`config.mk`:
```
export PLATFORM = sky130hd
export DESIGN_NAME = uart_receiver_flat
export DESIGN_NICKNAME = d
export VERILOG_FILES = /design/src/rtl/uart_receiver_if.sv /design/src/rtl/uart_receiver.sv /design/src/flat_wrapper.sv
export SDC_FILE = /design/constraint.sdc
export NUM_CORES = 1
export LEC_CHECK = 0
export CAP_MARGIN = 20
export CORE_ASPECT_RATIO = 2
export CORE_MARGIN = 5
export CORE_UTILIZATION = 35
export CTS_CLUSTER_DIAMETER = 150
export DETAILED_ROUTE_END_ITERATION = 7
export GPL_TIMING_DRIVEN = 0
export PLACE_DENSITY = 0.56
export SYNTH_ARGS = -nofsm -noshare
export SYNTH_HDL_FRONTEND = slang
export SYNTH_SLANG_ARGS = --single-unit
export TNS_END_PERCENT = 50
```
`constraint.sdc`:
```
create_clock -name clk -period 2.5 [get_ports clk]
set_clock_uncertainty 0.05 [all_clocks]
set_input_delay 0.25 -clock clk [delete_from_list [all_inputs] [get_ports clk]]
set_output_delay 0.25 -clock clk [all_outputs]
set_load 0.005 [all_outputs]
```
`src/rtl/uart_receiver_if.sv`:
```
// Receive-side bundle: serial line in, framed byte and status strobes out.
// master is the receiver, slave is whoever drives rx and consumes bytes.
interface uart_receiver_if;
    logic       rx;
    logic [7:0] data_out;
    logic       data_valid;
    logic       frame_err;
    logic       busy;

    modport master (
        input  rx,
        output data_out,
        output data_valid,
        output frame_err,
        output busy
    );

    modport slave (
        output rx,
        input  data_out,
        input  data_valid,
        input  frame_err,
        input  busy
    );
endinterface

```
`src/rtl/uart_receiver.sv`:
```
// 8N1 UART receiver: centre-sampled, LSB first, stop bit checked.
// A low stop bit parks the FSM in BREAK until the line returns high.
module uart_receiver #(
    parameter int CLKS_PER_BIT = 868
) (
    input  logic           clk,
    input  logic           rst,
    uart_receiver_if.master bus
);
    localparam int CW = $clog2(CLKS_PER_BIT);
    localparam logic [CW-1:0] HALF = CW'(CLKS_PER_BIT / 2 - 1);
    localparam logic [CW-1:0] FULL = CW'(CLKS_PER_BIT - 1);

    localparam logic [2:0] S_IDLE  = 3'd0;
    localparam logic [2:0] S_START = 3'd1;
    localparam logic [2:0] S_DATA  = 3'd2;
    localparam logic [2:0] S_STOP  = 3'd3;
    localparam logic [2:0] S_BREAK = 3'd4;

    logic [2:0]    state;
    logic [CW-1:0] cnt;
    logic [2:0]    idx;
    logic [7:0]    shreg;
    logic          rx_m;
    logic          rx_s;

    always_ff @(posedge clk or negedge rst) begin
        if (!rst) begin
            rx_m <= 1'b1;
            rx_s <= 1'b1;
        end else begin
            rx_m <= bus.rx;
            rx_s <= rx_m;
        end
    end

    always_ff @(posedge clk or negedge rst) begin
        if (!rst) begin
            state          <= S_IDLE;
            cnt            <= '0;
            idx            <= '0;
            shreg          <= '0;
            bus.data_out   <= 8'h00;
            bus.data_valid <= 1'b0;
            bus.frame_err  <= 1'b0;
        end else begin
            bus.data_valid <= 1'b0;
            bus.frame_err  <= 1'b0;
            cnt            <= cnt + CW'(1);
            unique case (state)
                S_IDLE: begin
                    cnt <= '0;
                    if (!rx_s) state <= S_START;
                end
                S_START: begin
                    if (cnt == HALF) begin
                        cnt <= '0;
                        idx <= '0;
                        state <= rx_s ? S_IDLE : S_DATA;
                    end
                end
                S_DATA: begin
                    if (cnt == FULL) begin
                        cnt   <= '0;
                        shreg <= {rx_s, shreg[7:1]};
                        if (idx == 3'd7) state <= S_STOP;
                        else idx <= idx + 3'd1;
                    end
                end
                S_STOP: begin
                    if (cnt == FULL) begin
                        cnt <= '0;
                        if (rx_s) begin
                            bus.data_out   <= shreg;
                            bus.data_valid <= 1'b1;
                            state          <= S_IDLE;
                        end else begin
                            bus.frame_err <= 1'b1;
                            state         <= S_BREAK;
                        end
                    end
                end
                S_BREAK: begin
                    cnt <= '0;
                    if (rx_s) state <= S_IDLE;
                end
                default: state <= S_IDLE;
            endcase
        end
    end

    assign bus.busy = (state != S_IDLE);
endmodule

```
`src/flat_wrapper.sv`:
```
// flat-port wrapper written by rule: the top's interface ports become plain ports
module uart_receiver_flat 
#(
    parameter int CLKS_PER_BIT = 868
)
  (clk, rst, bus_rx, bus_data_out, bus_data_valid, bus_frame_err, bus_busy);
  uart_receiver_if bus_i ();
  input  logic clk;
  input  logic rst;
  input wire logic [$bits(bus_i.rx)-1:0] bus_rx;
  output wire logic [$bits(bus_i.data_out)-1:0] bus_data_out;
  output wire logic [$bits(bus_i.data_valid)-1:0] bus_data_valid;
  output wire logic [$bits(bus_i.frame_err)-1:0] bus_frame_err;
  output wire logic [$bits(bus_i.busy)-1:0] bus_busy;
  assign bus_i.rx = bus_rx;
  assign bus_data_out = bus_i.data_out;
  assign bus_data_valid = bus_i.data_valid;
  assign bus_frame_err = bus_i.frame_err;
  assign bus_busy = bus_i.busy;
  uart_receiver #(.CLKS_PER_BIT(CLKS_PER_BIT)) u_core (.clk(clk), .rst(rst), .bus(bus_i));
endmodule
```
==> metrics.yaml, run 1 <==
status: "complete, but fails checks"
violations: "negative hold slack"
drv_slew: 0
avgSynthCellArea_um2: 12.3
grt_use_total: 0.113
cts_buffers: 5
clk_latency_ns: 0.29
drive_gt1_frac: 0.242
wl_met1_mm: 1.12
grt_overflow: 0
post-cts-setup-buffer-count: 0
peakVddDrop_v: 0.000403
area_growth_pct: 16.8
yosys_register_bits: 36
fin_crit_sh: 0.884
synth_nets: 143
hpwlAfterDp_mm: 2.40
vias: 1090
leakagePower_uw: 0.000907
postCtsResizedCells: 0
worst_slew_pin_slew_ns: 0.788
postCtsHoldBufs: 0
max-slew-margin-rel: 0.475
synth_top_area_frac: 0.508
max_stage_delay_ns: 0.60
yosys-top-cells-area: "dfrtp_1 51%, mux2_2 11%, nor3_1 4.2%, xnor2_1 3.7%, dfstp_2 3.1%"
coreArea_mm2: 0.00464
p_per_area_mw_per_mm2: 513
cts_max_level: 2
synth.most_common_cell: "dfrtp_1"
clockBufferDepth: 2
rrSetupSlack_ns: 0.29
path_cells: "ha_1, nand4bb_4, or3_1, a211oi_2, nor3_1"
fp.dieH_um: 108
drc_errors: 0
ant_nets: 0
start_kind: "flip-flop"
firstDrtPassIters: 4
viasPerCell: 5.14
cts_tree: "done"
grt_pass1_wl_mm: 5.44
diodes: 0
route.met2.wl_mm: 1.87
setup_viol: 0
grt_antenna_before_repair: 0
route.met3.wl_um: 86
timing.hold.ws_ns: -0.00562
synth.distinct_cells: 34
grt_max_degree: 37
setup_tns_ns: 0
worstSetupEndpointType: "flip-flop"
required_ns: 2.59
rsz0062_at_grt: "false"
criticalPathCategory: "reg2reg"
critPathBufInv: 0
dieArea_mm2: 0.00635
yosysTopAreaCell: "dfrtp_1"
gp_congestion: 0.784
ys_warn_count: 0
hp-class: "in2async"
place_inst: 204
fin_ws_ns: 0.289
worstPathMaxFanout: 10
crit_arrival_ns: 2.30
synth_edf_count: 0
cts.sinks: 36
initial_core_util: 0.361
yosys-top-cells-count: "34 x dfrtp_1, 17 x mux2_2, 14 x nor3_1, 10 x nor2_1"
wire_per_inst_um: 14.8
clockRootBuffer: "clkbuf_8"
hold_viol: 9
ios: 14
portBuffers: 13
cp_top_family: "simple AND/OR/NAND/NOR gates"
final_cells: 212
final_nets: 163
cp_slowest_cell: "a211oi_2"
synth_area_mm2: 0.00167
top_layer: "met4"
fmax_ghz: 0.452
die_x_um: 58.9
design_area_mm2: 0.00196
async_flop_share: 1.00
dpl_cell_area_mm2: 0.00187
drt_iter0_markers: 47
row_count: 35
synth-seq-area-share: 0.540
wirelength_mm: 3.14
synth_ff_type: "dfrtp_1"
syn_inst: 136
place_ws_ns: 0.278
clk_pin_slew_ns: 0.08
fin_crit_ns: 2.21
grt_pass1_vias: 1192
maxCapViolations: 0
[power by group]
group | leakage, uW | internal (uW) | total [uW] | switching, uW
clock | 0.0000479 | 194 | 403 | 209
combinational | 0.000378 | 2.19 | 13.6 | 11.4
sequential | 0.000481 | 585 | 587 | 1.63
[flip-flops by register name, summed over array words and instances, names as in the netlist]
name                   flops
u_core.bus.data_valid      1
u_core.rx_m                1
u_core.idx                 3
u_core.bus.data_out        8
u_core.state               3
u_core.shreg               8
u_core.bus.frame_err       1
u_core.rx_s                1
u_core.cnt                10
[per-stage QoR]
step / util / power, uW
2_1_floorplan: - / 598
3_3_place_gp: 0.404 / 613
3_5_place_dp: 0.402 / 613
4_1_cts: 0.421 / 1020
5_1_grt: 0.421 / 1050
6_report: 0.421 / 1000
[path summary, 6_finish.rpt]
check                                    from                     end  cells after the start
min in group clk                  u_core.rx_m             u_core.rx_s                      0
worst min register to register    u_core.rx_m             u_core.rx_s                      0
max in group asynchronous                 rst  u_core.bus.data_out[1]                      1
worst min-delay path                      rst         u_core.state[1]                      1
worst max-delay path            u_core.cnt[0]           u_core.cnt[5]                      5
worst max register to register  u_core.cnt[0]           u_core.cnt[5]                      5
[area by class of cell]
| type | instances | area, um^2 |
|---|---|---|
| Fill cell | 485 | 2690 |
| Sequential cell | 36 | 903 |
| Multi-Input combinational cell | 88 | 706 |
| Timing Repair Buffer | 13 | 125 |
| Clock buffer | 5 | 68.8 |
| Tap cell | 55 | 68.8 |
| Buffer | 5 | 38.8 |
| Inverter | 7 | 26.3 |
| Clock inverter | 3 | 18.8 |
[logic make-up (layout without fill, tap and decap cells)]
| logic type | Yosys count | in the layout | share of synthesized area |
|---|---|---|---|
| simple gates | 50 | 50 | 0.192 |
| flops | 36 | 36 | 0.540 |
| mux | 19 | 19 | 0.126 |
| buf+inv | 12 | 33 | 0.0389 |
| xor+xnor | 8 | 8 | 0.0419 |
| compound gates | 7 | 7 | 0.0314 |
| fa+ha+maj | 4 | 4 | 0.0299 |
[per-layer routing]
metal | up-vias | global-route usage
met3 | 6 | 0.0288
met4 | 0 | 0.0470
met5 | - | 0
met1 | 555 | 0.109
li1 | 515 | -
met2 | 14 | 0.215
[layout by cell type, fill, tap and decap left out, drive strengths merged]
| master | n |
|---|---|
| dfrtp | 34 |
| mux2 | 17 |
| nor3 | 15 |
| clkdlybuf4s50 | 12 |
| nor2 | 10 |
| inv | 7 |
| xnor2 | 7 |
| clkbuf | 7 |
| nand2 | 6 |
| nand3 | 5 |
| ha | 4 |
| a21oi | 4 |
| buf | 4 |
| clkinv | 3 |
| or3 | 2 |
| or3b | 2 |
| mux2i | 2 |
| dfstp | 2 |
| nor4 | 2 |
| nand4bb | 1 |
| nor3b | 1 |
| nand4b | 1 |
| a211oi | 1 |
| xor2 | 1 |
| nand4 | 1 |
| and4 | 1 |
| or4b | 1 |
| or4bb | 1 |
| nand2b | 1 |
| a21o | 1 |
| a311oi | 1 |
(Power assumes the default switching activity.)
==> run 2: changes to the inputs <==
SLEW_MARGIN = 5   (was not set)
==> results of run 2 <==
Same layout as run 1: the final DEF is identical, and so are final timing and power.
==> run 3: changes to the inputs <==
ABC_AREA = 1   (was not set)
CORE_UTILIZATION = 30   (was 35)
PLACE_DENSITY = 0.5   (was 0.56)
==> run 3 against run 2 <==
  * The flow now finishes without violations
  * Setup slack better by 0.41 ns
  * Core utilization down 5.1 points
  * Area after synthesis up 10%
  * Critical endpoint is now bus_busy
  * Highest routed layer unchanged
==> metrics.yaml, run 3 <==
status: "finished clean"
max-slew-margin-rel: 0.567
layout_common_cells: "75 x nand2_1, 34 x dfrtp_1, 20 x inv_1, 15 x o21ai_0, 13 x nor2_1"
cts.sinks: 36
cp_top_family: "flip-flops"
reg2reg_depth: 6
fin_util: 0.370
cts_tree: "done"
max_stage_delay_ns: 0.45
setup_viol: 0
ios: 14
fillers: 647
dieArea_mm2: 0.00790
wire_per_inst_um: 13.2
min_path_cells: 0
clk_pin_slew_ns: 0.05
synth.distinct_cells: 30
grt_overflow: 0
viasPerCell: 4.84
postCtsHoldBufs: 1
clockRootBuffer: "clkbuf_16"
wirelength_mm: 4.01
avgSynthCellArea_um2: 8.45
hp-class: "reg2reg"
dpl_cell_area_mm2: 0.00207
diodes: 0
syn_inst: 218
grt_pass1_vias: 1548
grt_pass1_wl_mm: 7.13
hold_start: "u_core.rx_m"
fp.dieH_um: 121
synth.most_common_cell: "nand2_1"
coreArea_mm2: 0.00601
grt_max_degree: 29
grt_antenna_before_repair: 0
required_ns: 2.20
yosys-top-cells-area: "dfrtp_1 46%, nand2_1 15%, inv_1 4.1%, o21ai_0 4.1%, nand3_1 3.0%"
seqCellArea_um2: 903
postCtsResizedCells: 0
synth_nets: 225
synth-seq-area-share: 0.490
yosysTopAreaCell: "dfrtp_1"
ys_warn_count: 0
multiInputGateArea_um2: 800
cp_slowest_cell: "dfrtp_1"
peakVddDrop_v: 0.000457
drv_slew: 0
path_depth: 3
worstPathMaxFanout: 6
largest_reg_flops: 10
drc_errors: 0
synth_edf_count: 0
p_per_area_mw_per_mm2: 557
die_x_um: 65.4
area_growth_pct: 20.8
critPathBufInv: 1
setup_tns_ns: 0
crit_start: "u_core.state[1]"
final_common_cell: "nand2_1"
clk_latency_ns: 0.28
gp_congestion: 0.853
synth_area_mm2: 0.00184
yosys-top-cells-count: "75 x nand2_1, 34 x dfrtp_1, 20 x inv_1, 15 x o21ai_0, 13 x nor2_1"
grt_use_total: 0.119
rrSetupSlack_ns: 0.74
cts_buffers: 5
holdPathEnd: "u_core.rx_s"
criticalPathCategory: "reg2out"
rsz0062_at_grt: "false"
reg_top3: "u_core.cnt (10), u_core.bus.data_out (8), u_core.shreg (8)"
reg2reg_to: "u_core.bus.data_out[4]"
async_flop_share: 1.00
maxCapViolations: 0
final_nets: 247
firstDrtPassIters: 4
portBuffers: 13
synth_top_area_frac: 0.462
leakagePower_uw: 0.00115
row_count: 40
clockBufferDepth: 2
post-cts-setup-buffer-count: 0
start_kind: "flip-flop"
ant_nets: 0
fin_crit_sh: 0.719
largest-register: "u_core.cnt"
fmax_ghz: 0.557
design_area_mm2: 0.00222
worst_slew_pin_slew_ns: 0.642
hpwlAfterDp_mm: 3.04
yosys_register_bits: 36
vias: 1470
path_cells: "nor2_1, nand2_1, clkdlybuf4s50_1"
initial_core_util: 0.307
drt_iter0_markers: 59
cts_max_level: 2
crit_arrival_ns: 1.50
fin_crit_ns: 1.80
r2r-start: "u_core.cnt[0]"
hold_viol: 0
drive_gt1_frac: 0.149
synth_ff_type: "dfrtp_1"
worstSetupEndpointType: "primary output"
[run 3: cell type report]
class	instances	area share
Clock buffer	6	0.0624
Inverter	26	0.0439
Sequential cell	36	0.406
Tap cell	63	0.0354
Buffer	4	0.0186
Timing Repair Buffer	15	0.0697
Clock inverter	2	0.00450
Multi-Input combinational cell	152	0.359
[run 3: worst max path at each step]
| stage | endpoint | slack, ns |
|---|---|---|
| 3_3_place_gp | u_core.bus.data_out[4] | 0.20 |
| 6_report | bus_busy | 0.70 |
| 2_1_floorplan | u_core.bus.data_out[0] | 1.03 |
| 4_1_cts | bus_busy | 0.67 |
| 3_5_place_dp | u_core.bus.data_out[4] | 0.72 |
| 5_1_grt | u_core.bus.data_out[5] | 0.54 |
[run 3: through the flow]
step,worst slack (ns),power [uW],hold WS (ns),std cells
global route,0.537,1290,0.313,304
global placement,0.199,615,0.297,294
finish,0.703,1240,0.305,304
detailed placement,0.719,619,0.0799,295
CTS,0.668,1270,0.306,304
floorplan,1.03,599,-0.0956,218
[run 3: logic make-up after synthesis]
logic type / Yosys count / synth area share
compound gates: 23 / 0.0679
fa+ha+maj: 4 / 0.0272
flops: 36 / 0.490
simple gates: 123 / 0.329
xor+xnor: 2 / 0.00951
buf+inv: 30 / 0.0754
[run 3: layer usage]
layer | part of all wire | wire length [um] | track usage
met5 | 0 | 0 | 0
met4 | 0.040 | 159 | 0.0753
met3 | 0.032 | 128 | 0.0316
met2 | 0.54 | 2160 | 0.209
met1 | 0.39 | 1560 | 0.120
[run 3: power by group]
| part | internal, uW | switching (uW) | leakage (uW) |
|---|---|---|---|
| clock network | 393 | 238 | 0.0000766 |
| logic | 6.61 | 14.3 | 0.000591 |
| registers | 586 | 1.29 | 0.000481 |
